## src/rtl/vga_vscan_addr_pkg.sv

```systemverilog
// Vertical-scan timing constants and shared types for the VGA pipeline.
// The horizontal timing stage imports the same package so both stages agree on geometry.
package vga_vscan_addr_pkg;

  localparam int unsigned LINES_TOTAL = 521;
  localparam int unsigned VSYNC_LINES = 2;
  localparam int unsigned VDISP_FIRST = 31;
  localparam int unsigned VDISP_LAST  = 510;
  localparam int unsigned CELL_CLKS   = 10;
  localparam int unsigned CELL_LINES  = 5;
  localparam int unsigned COLS        = 128;
  localparam int unsigned ROWS        = 96;

  localparam int unsigned LINE_W   = 10;
  localparam int unsigned ADDR_W   = 14;
  localparam int unsigned COL_W    = 7;
  localparam int unsigned SUBCOL_W = 4;
  localparam int unsigned SUBROW_W = 3;

  typedef logic [LINE_W-1:0]   line_t;
  typedef logic [ADDR_W-1:0]   addr_t;
  typedef logic [COL_W-1:0]    col_t;
  typedef logic [SUBCOL_W-1:0] subcol_t;
  typedef logic [SUBROW_W-1:0] subrow_t;

  localparam line_t   LINE_LAST     = line_t'(LINES_TOTAL - 1);
  localparam line_t   VSYNC_LAST    = line_t'(VSYNC_LINES - 1);
  localparam line_t   VDISP_FIRST_L = line_t'(VDISP_FIRST);
  localparam line_t   VDISP_LAST_L  = line_t'(VDISP_LAST);
  localparam subcol_t SUBCOL_LAST   = subcol_t'(CELL_CLKS - 1);
  localparam subrow_t SUBROW_LAST   = subrow_t'(CELL_LINES - 1);
  localparam col_t    COL_LAST      = col_t'(COLS - 1);
  localparam addr_t   ROW_STEP      = addr_t'(COLS);
  localparam addr_t   ROW_BASE_LAST = addr_t'((ROWS - 1) * COLS);

  typedef enum logic {
    LC_WAIT_SYNC,
    LC_RUN
  } lc_state_e;

  typedef struct packed {
    logic r;
    logic g;
    logic b;
  } rgb_t;

endpackage

```

## src/rtl/vga_vscan_addr_line_counter.sv

```systemverilog
// Line sync edge detect, frame line counter and registered vsync/vdisplay flags.
// Until the first hsync fall after reset the counter is unsynchronised: vsync idles high.
module vga_line_counter
  import vga_vscan_addr_pkg::*;
(
  input  logic  clk,
  input  logic  reset,
  input  logic  hsync_i,
  output logic  line_start_o,
  output line_t line_o,
  output logic  vsync_o,
  output logic  vdisplay_o
);

  lc_state_e state_q;
  logic      hsync_prev_q;
  line_t     line_q;
  logic      vsync_q;
  logic      vdisplay_q;
  logic      line_start;

  assign line_start = hsync_prev_q & ~hsync_i;

  // Flags are computed from the line being entered so they change with line_q.
  always_ff @(posedge clk or posedge reset) begin
    if (reset) begin
      state_q      <= LC_WAIT_SYNC;
      hsync_prev_q <= 1'b1;
      line_q       <= '0;
      vsync_q      <= 1'b1;
      vdisplay_q   <= 1'b0;
    end else begin
      hsync_prev_q <= hsync_i;
      if (line_start) begin
        case (state_q)
          LC_WAIT_SYNC: begin
            state_q    <= LC_RUN;
            line_q     <= '0;
            vsync_q    <= 1'b0;
            vdisplay_q <= 1'b0;
          end
          LC_RUN: begin
            if (line_q == LINE_LAST) begin
              line_q     <= '0;
              vsync_q    <= 1'b0;
              vdisplay_q <= 1'b0;
            end else begin
              line_q     <= line_q + line_t'(1);
              vsync_q    <= (line_q >= VSYNC_LAST);
              vdisplay_q <= (line_q >= (VDISP_FIRST_L - line_t'(1))) &&
                            (line_q < VDISP_LAST_L);
            end
          end
          default: state_q <= LC_WAIT_SYNC;
        endcase
      end
    end
  end

  assign line_start_o = line_start;
  assign line_o       = line_q;
  assign vsync_o      = vsync_q;
  assign vdisplay_o   = vdisplay_q;

endmodule

```

## src/rtl/vga_vscan_addr.sv

```systemverilog
// Vertical scan and framebuffer addressing for a 128x96 cell display on 640x480 VGA.
// Generates VRAM read addresses and re-times colour and both syncs onto one output edge.
module vga_vscan_addr
  import vga_vscan_addr_pkg::*;
(
  input  logic              clk,
  input  logic              reset,
  input  logic              hsync_in,
  input  logic              display_time,
  output logic [ADDR_W-1:0] vram_addr,
  input  logic [2:0]        vram_data,
  output logic              vga_red,
  output logic              vga_green,
  output logic              vga_blue,
  output logic              vga_hsync,
  output logic              vga_vsync
);

  logic    line_start;
  line_t   line_cnt;
  logic    vsync_int;
  logic    vdisplay;
  logic    active;
  logic    row_first;
  logic    row_adv;

  subcol_t subcol_q, subcol_d;
  col_t    col_q, col_d;
  subrow_t subrow_q, subrow_d;
  addr_t   row_base_q, row_base_d;
  addr_t   addr_q, addr_d;

  logic [1:0] active_q;
  logic [1:0] hsync_q;
  logic       vsync_q;
  rgb_t       rgb_q;
  logic       hsync_out_q;
  logic       vsync_out_q;

  vga_line_counter u_line_counter (
    .clk          (clk),
    .reset        (reset),
    .hsync_i      (hsync_in),
    .line_start_o (line_start),
    .line_o       (line_cnt),
    .vsync_o      (vsync_int),
    .vdisplay_o   (vdisplay)
  );

  assign active = display_time & vdisplay;

  // line_cnt still holds the previous line while line_start is high.
  assign row_first = line_start && (line_cnt == (VDISP_FIRST_L - line_t'(1)));
  assign row_adv   = line_start && vdisplay && (line_cnt != VDISP_LAST_L);

  always_comb begin
    subcol_d   = subcol_q;
    col_d      = col_q;
    subrow_d   = subrow_q;
    row_base_d = row_base_q;
    addr_d     = '0;

    if (line_start || !active) begin
      subcol_d = '0;
      col_d    = '0;
    end else if (subcol_q == SUBCOL_LAST) begin
      subcol_d = '0;
      if (col_q != COL_LAST) begin
        col_d = col_q + col_t'(1);
      end
    end else begin
      subcol_d = subcol_q + subcol_t'(1);
    end

    if (row_first) begin
      subrow_d   = '0;
      row_base_d = '0;
    end else if (row_adv) begin
      if (subrow_q == SUBROW_LAST) begin
        subrow_d = '0;
        if (row_base_q != ROW_BASE_LAST) begin
          row_base_d = row_base_q + ROW_STEP;
        end
      end else begin
        subrow_d = subrow_q + subrow_t'(1);
      end
    end

    if (active) begin
      addr_d = row_base_q + addr_t'(col_q);
    end
  end

  always_ff @(posedge clk or posedge reset) begin
    if (reset) begin
      subcol_q    <= '0;
      col_q       <= '0;
      subrow_q    <= '0;
      row_base_q  <= '0;
      addr_q      <= '0;
      active_q    <= '0;
      hsync_q     <= '1;
      vsync_q     <= 1'b1;
      rgb_q       <= '0;
      hsync_out_q <= 1'b1;
      vsync_out_q <= 1'b1;
    end else begin
      subcol_q    <= subcol_d;
      col_q       <= col_d;
      subrow_q    <= subrow_d;
      row_base_q  <= row_base_d;
      addr_q      <= addr_d;
      active_q    <= {active_q[0], active};
      hsync_q     <= {hsync_q[0], hsync_in};
      vsync_q     <= vsync_int;
      rgb_q       <= active_q[1] ? rgb_t'(vram_data) : '0;
      hsync_out_q <= hsync_q[1];
      vsync_out_q <= vsync_q;
    end
  end

  assign vram_addr = addr_q;
  assign vga_red   = rgb_q.r;
  assign vga_green = rgb_q.g;
  assign vga_blue  = rgb_q.b;
  assign vga_hsync = hsync_out_q;
  assign vga_vsync = vsync_out_q;

endmodule
```

## config.mk

```make
export PLATFORM = sky130hd
export DESIGN_NAME = vga_vscan_addr
export DESIGN_NICKNAME = d
export VERILOG_FILES = /design/src/rtl/vga_vscan_addr_pkg.sv /design/src/rtl/vga_vscan_addr_line_counter.sv /design/src/rtl/vga_vscan_addr.sv
export SDC_FILE = /design/constraint.sdc
export NUM_CORES = 1
export LEC_CHECK = 0
export CAP_MARGIN = 5
export CORE_AREA = 2 2 70 72
export CTS_CLUSTER_DIAMETER = 200
export DETAILED_ROUTE_END_ITERATION = 7
export DIE_AREA = 0 0 72 74
export PLACE_DENSITY = 0.9
export SLEW_MARGIN = 20
export SYNTH_ARGS = -nofsm -noshare
export SYNTH_HDL_FRONTEND = slang
export SYNTH_HIERARCHICAL = 1
export SYNTH_SLANG_ARGS = --single-unit
```

## constraint.sdc

```tcl
create_clock -name clk -period 4.9 [get_ports clk]
set_clock_uncertainty 0.2 [all_clocks]
set_input_delay 1.47 -clock clk [delete_from_list [all_inputs] [get_ports clk]]
set_output_delay 1.47 -clock clk [all_outputs]
set_load 0.01 [all_outputs]
```

# Yosys cells after proc, flatten, opt, wreduce, memory -nomap -nowiden
# Cells that the tools add are included.
# totals
register_bits,66
latchBits,0
mem_bits_rw,0
rom_bits,0
input_bits,7
out_inout_bits,19
word_cells,71
memories,0
# op_classes
n_addsub,6
multipliers,0
n_div,0
magnitude_cmp,3
n_eq_ne,7
n_shift,0
muxes,20
bitwise,4
n_reduce_logical,13
# op_table
cell,n
$mux 14,5
$mux 7,3
$pmux 10 s2,1
$add 14x7->14,1
$add 14x8->14 const B,1
$ne 14x14->1 const B,1
$mux 3,4
$add 10x1->10 const B,1
$eq 10x10->1 const B,1
$eq 10x5->1 const B,1
$ge 10x1->1 const B,1
$ge 10x5->1 const B,1
$lt 10x9->1 const B,1
$mux 10,1
$ne 10x9->1 const B,1
$reduce_bool 2->1,5
$mux 4,2
$add 7x1->7 const B,1
$ne 7x7->1 const B,1
$add 4x1->4 const B,1
$eq 4x4->1 const B,1
$logic_and 1x1->1,4
$pmux 1 s2,2
$add 3x1->3 const B,1
other kinds (8),11

# Longest topological paths before layout
# logic_depth
depth_word,6
mapped_depth,7
mapped_depth_nobuf,6

# Hierarchy
# The synthesis kept the hierarchy.
# by_module_without_submodules
module,instances,cells_each,area_per_inst_um2,seq_area_each_um2
vga_vscan_addr,1,167,1908.1,1132.3
vga_line_counter,1,84,789.5,352.8

# Worst setup path after synthesis
# OpenSTA, ideal clock, no wires.
# synth_path
path_kind,input to register
from,input port hsync_in
to,register row_base_q[10]
t_arrival_ns,2.712
required_time_ns,4.622
path_slack_ns,1.910
path_stages,6
path_cell_list,nand2b_1 > inv_1 > nand2_1 > a31o_1 > or4_1 > a21oi_1
# synth_via
elab_chain_len,6
word_cells_on_any_way,10
cone_classes,mux: 1; bitwise: 2; reduce/logical: 7
# synth_rtl
item,line,source
from (decl),vga_vscan_addr.sv:8,"input logic hsync_in,"
$not 1->1 (*),vga_vscan_addr_line_counter.sv:22,assign line_start = hsync_prev_q & ~hsync_i;
$and 1x1->1 (*),vga_vscan_addr_line_counter.sv:22,
net line_start,vga_vscan_addr.sv:19,logic line_start;
$logic_and 1x1->1 (2 in series),vga_vscan_addr.sv:54,assign row_adv = line_start && vdisplay && (line_cnt != VDISP_LAST_L);
$reduce_bool 2->1 (no line),-,
$reduce_and 3->1 (no line),-,
to (signal assigned),vga_vscan_addr.sv:111,row_base_q <= row_base_d;
to (decl),vga_vscan_addr.sv:30,"addr_t row_base_q, row_base_d;"
# The timed path passes the listed nets; every way through them passes the cells marked *.
# A chain may end at the register's enable or synchronous reset.

# Worst setup path in the final report
# layout_path
from,input port hsync_in
to,register row_base_q[13]
# Same word-level chain as after synthesis.

==> results.md <==
- Worst-margin pin slew: 0.581 ns
- Row cnt: 25
- Reg2Reg Depth: 6
- Port Buffer Count: 25
- # IOs: 26
- Initial core utilization: 58.7%
- Max_slew headroom: 61.2%
- Worst hold endpoint: vga_hsync
- Combinational Power Share: 14.2%
- Max Root-Sink Buffers: 2
- Layout cells sized above 1: 11.1%
- CTS root buf: clkbuf_8
- DRT Pass-1 Iters: 4
- Post-Syn Area per Cell: 10.7 um^2
- Fin crit share: 75.8%
- Fillers: 347
- RePlAce Congestion: 0.914
- Design Area, Final: 0.00317 mm^2
- Number of global-route vias before repair: 1999
- Register area share after synthesis: 55.1%
- Clk_lat worst skew: 0.33 ns
- Total GRT Usage: 22.3%
- DP Wirelength: 3660 um
- Post-synth top area share: 48.2%
- Worst Setup End Kind: flip-flop
- R2r startpoint: u_line_counter/hsync_prev_q
- Final wirelength: 5280 um
- Area contributors post-synth: dfrtp_1 48%, dfstp_2 6.8%, ha_1 4.6%
- Number of buffers created by CTS: 9
- Switching part of the total: 30.2%
- Critical Path AT: 3.77 ns
- Max Fclk: 0.269 GHz
- Status: completed
- R2R setup slack: 2.37 ns
- Die X-Extent: 72 um
- Flop pwr share: 52.7%
- Critical path launch point type: input port
- Maximum VDD drop: 0.230 mV
- Post-CTS Resized: 0
- Top_reg_cell synth: dfrtp_1
- Most common cell after layout, fill and taps aside: dfrtp_1
- Synth Instances: 251
- Yosys top cell by area: dfrtp_1
- Reg2reg end: row_base_q[13]
- Hold Crit Class: flip-flop to flip-flop
- Via count: 2044
- Met1 Use GR: 25.4%
- Area of the mapped netlist: 0.00270 mm^2
- Crit-path max FO: 17
- Routed WL per cell: 15.5 um
- Syn_nets: 268
- DRT antenna net count: 0
- Hold Path Stages: 0
- Net Switching: 0.000345 W
- H-tree levels: 3
- Initial antenna violation count: 0
- Int Pwr: 0.000796 W
- Synth warn: 6
- Die Y: 74 um
- Busiest grt layer: met2
- WS Path Type: input port to flip-flop
- Post-synth EDFFs: 0
- Leak: 1.43 nW
- Die area: 0.00533 mm^2
- Final slew viol count: 0
- Post-CTS Setup Bufs: 0
- Reg clk slew, reported paths: 0.07 ns
- MaxCap Viol Count: 0
- Clock power frac: 33.1%
- Hold Startpoint: hsync_q[1]
- GRT overflow: 0
- DP Area: 0.00300 mm^2
- Area grow syn2layout: 17.3%
- 1st-iter DRT viols: 174
- Final-stage net count: 299
- Vias/cell: 5.99
- Count of cell types in the netlist: 43
- Met2 Track Usage GR: 38.6%
- Power Density: 361 mW/mm^2
- Largest net degree at the start of global routing: 30
- ANT cells: 0
- Final setup viols: 0
- Minimum clock period: 3.71 ns
- Final Hold Fails: 0
- Num Clock Sinks: 59
- Most frequent cells in the layout: 52 x dfrtp_1, 25 x clkdlybuf4s50_1, 17 x nand2_1
- First-pass GRT wire length: 8910 um
- Core area: 0.00460 mm^2
- Register bit total from synthesis: 59
- GR Util met3: 7.05%
- Required time of the critical path: 4.95 ns
- Synth async-reset ratio: 100%
- Util after Layout: 68.8%
- RSZ-0062 raised after global routing: false
- DRC Markers: 0
- Fin Setup TNS: 0 ns
- CTS tree: yes
- Hold Buf Count CTS: 0
-- cell families (layout without fill, tap and decap cells) --
| logic type | Yosys count | after routing | synth area share, % |
|---|---|---|---|
| buf+inv | 23 | 59 | 3.53 |
| simple gates | 100 | 100 | 21.1 |
| fa+ha+maj | 10 | 10 | 4.64 |
| mux | 2 | 2 | 0.742 |
| flops | 59 | 59 | 55.1 |
| compound gates | 53 | 53 | 13.6 |
| xor+xnor | 4 | 4 | 1.30 |
-- final cells by class --
cell class | instances | area [um^2] | area share [%]
timing repair buffer | 27 | 265 | 8.38
clock inverter | 5 | 28.8 | 0.909
inverter | 16 | 60.1 | 1.90
sequential | 59 | 1490 | 46.9
clock buffer | 11 | 141 | 4.47
tap | 54 | 67.6 | 2.13
multi-input combinational | 169 | 1120 | 35.3
-- flip-flops by register name (all words and copies together), names as in the netlist --
| signal | count |
|---|---|
| vram_addr | 14 |
| u_line_counter/line_o | 10 |
| col_q | 7 |
| row_base_q | 7 |
| subcol_q | 4 |
| subrow_q | 3 |
| active_q | 2 |
| hsync_q | 2 |
| u_line_counter/hsync_prev_q | 1 |
| u_line_counter/state_q | 1 |
| u_line_counter/vdisplay_o | 1 |
| u_line_counter/vsync_o | 1 |
| vga_blue | 1 |
| vga_green | 1 |
| vga_hsync | 1 |
| vga_red | 1 |
| vga_vsync | 1 |
| vsync_q | 1 |
-- how the worst max path moves through the flow --
| stage | from | end | slack (ns) |
|---|---|---|---|
| 2_1_floorplan | hsync_in | row_base_q[10] | 1.91 |
| 3_3_place_gp | hsync_in | row_base_q[11] | 1.00 |
| 3_5_place_dp | hsync_in | row_base_q[12] | 0.87 |
| 4_1_cts | hsync_in | row_base_q[13] | 1.20 |
| 5_1_grt | hsync_in | row_base_q[13] | 0.99 |
| 6_report | hsync_in | row_base_q[13] | 1.19 |
-- synthesized netlist by cell type (all sizes together) (3+ instances only) --
library cell  number
a211oi             3
a21oi             16
a31o               4
a31oi              3
and2               5
and3              18
and4               3
clkbuf             5
dfrtp             52
dfstp              7
ha                10
inv               16
nand2             17
nand2b             6
nand3             13
nand4              3
nor2              13
o21ai             10
o31ai              9
or3                6
or4                8
xnor2              4
-- metrics by stage --
step,power (W),std cells,hold slack (ns),worst slack [ns]
floorplan,0.000714,251,0.131,1.91
global placement,0.000753,325,0.136,1.00
detailed placement,0.000767,325,0.137,0.868
CTS,0.00115,341,0.157,1.20
global route,0.00120,341,0.157,0.987
finish,0.00114,341,0.153,1.19
-- power by group through the flow --
| stage | clock, W | sequential [W] | combinational (W) |
|---|---|---|---|
| floorplan | 0 | 0.000588 | 0.000126 |
| global placement | 0 | 0.000603 | 0.000149 |
| detailed placement | 0 | 0.000607 | 0.000160 |
| CTS | 0.000387 | 0.000600 | 0.000161 |
| global route | 0.000410 | 0.000610 | 0.000183 |
| finish | 0.000378 | 0.000601 | 0.000162 |
-- routing by layer --
metal  wire [um]  vias up
met5           0        -
met4          82        0
met3         300        9
met2        2710       72
met1        2190      990
li1            -      973
-- critical path, stage by stage --
cell and delay (ns):
clkdlybuf4s50_1 0.43, nand2b_1 0.37, inv_1 0.28, nand2_1 0.10
a31o_1 0.37, or4_1 0.58, a21oi_1 0.16
No activity file was read; power rests on OpenSTA's default activity.
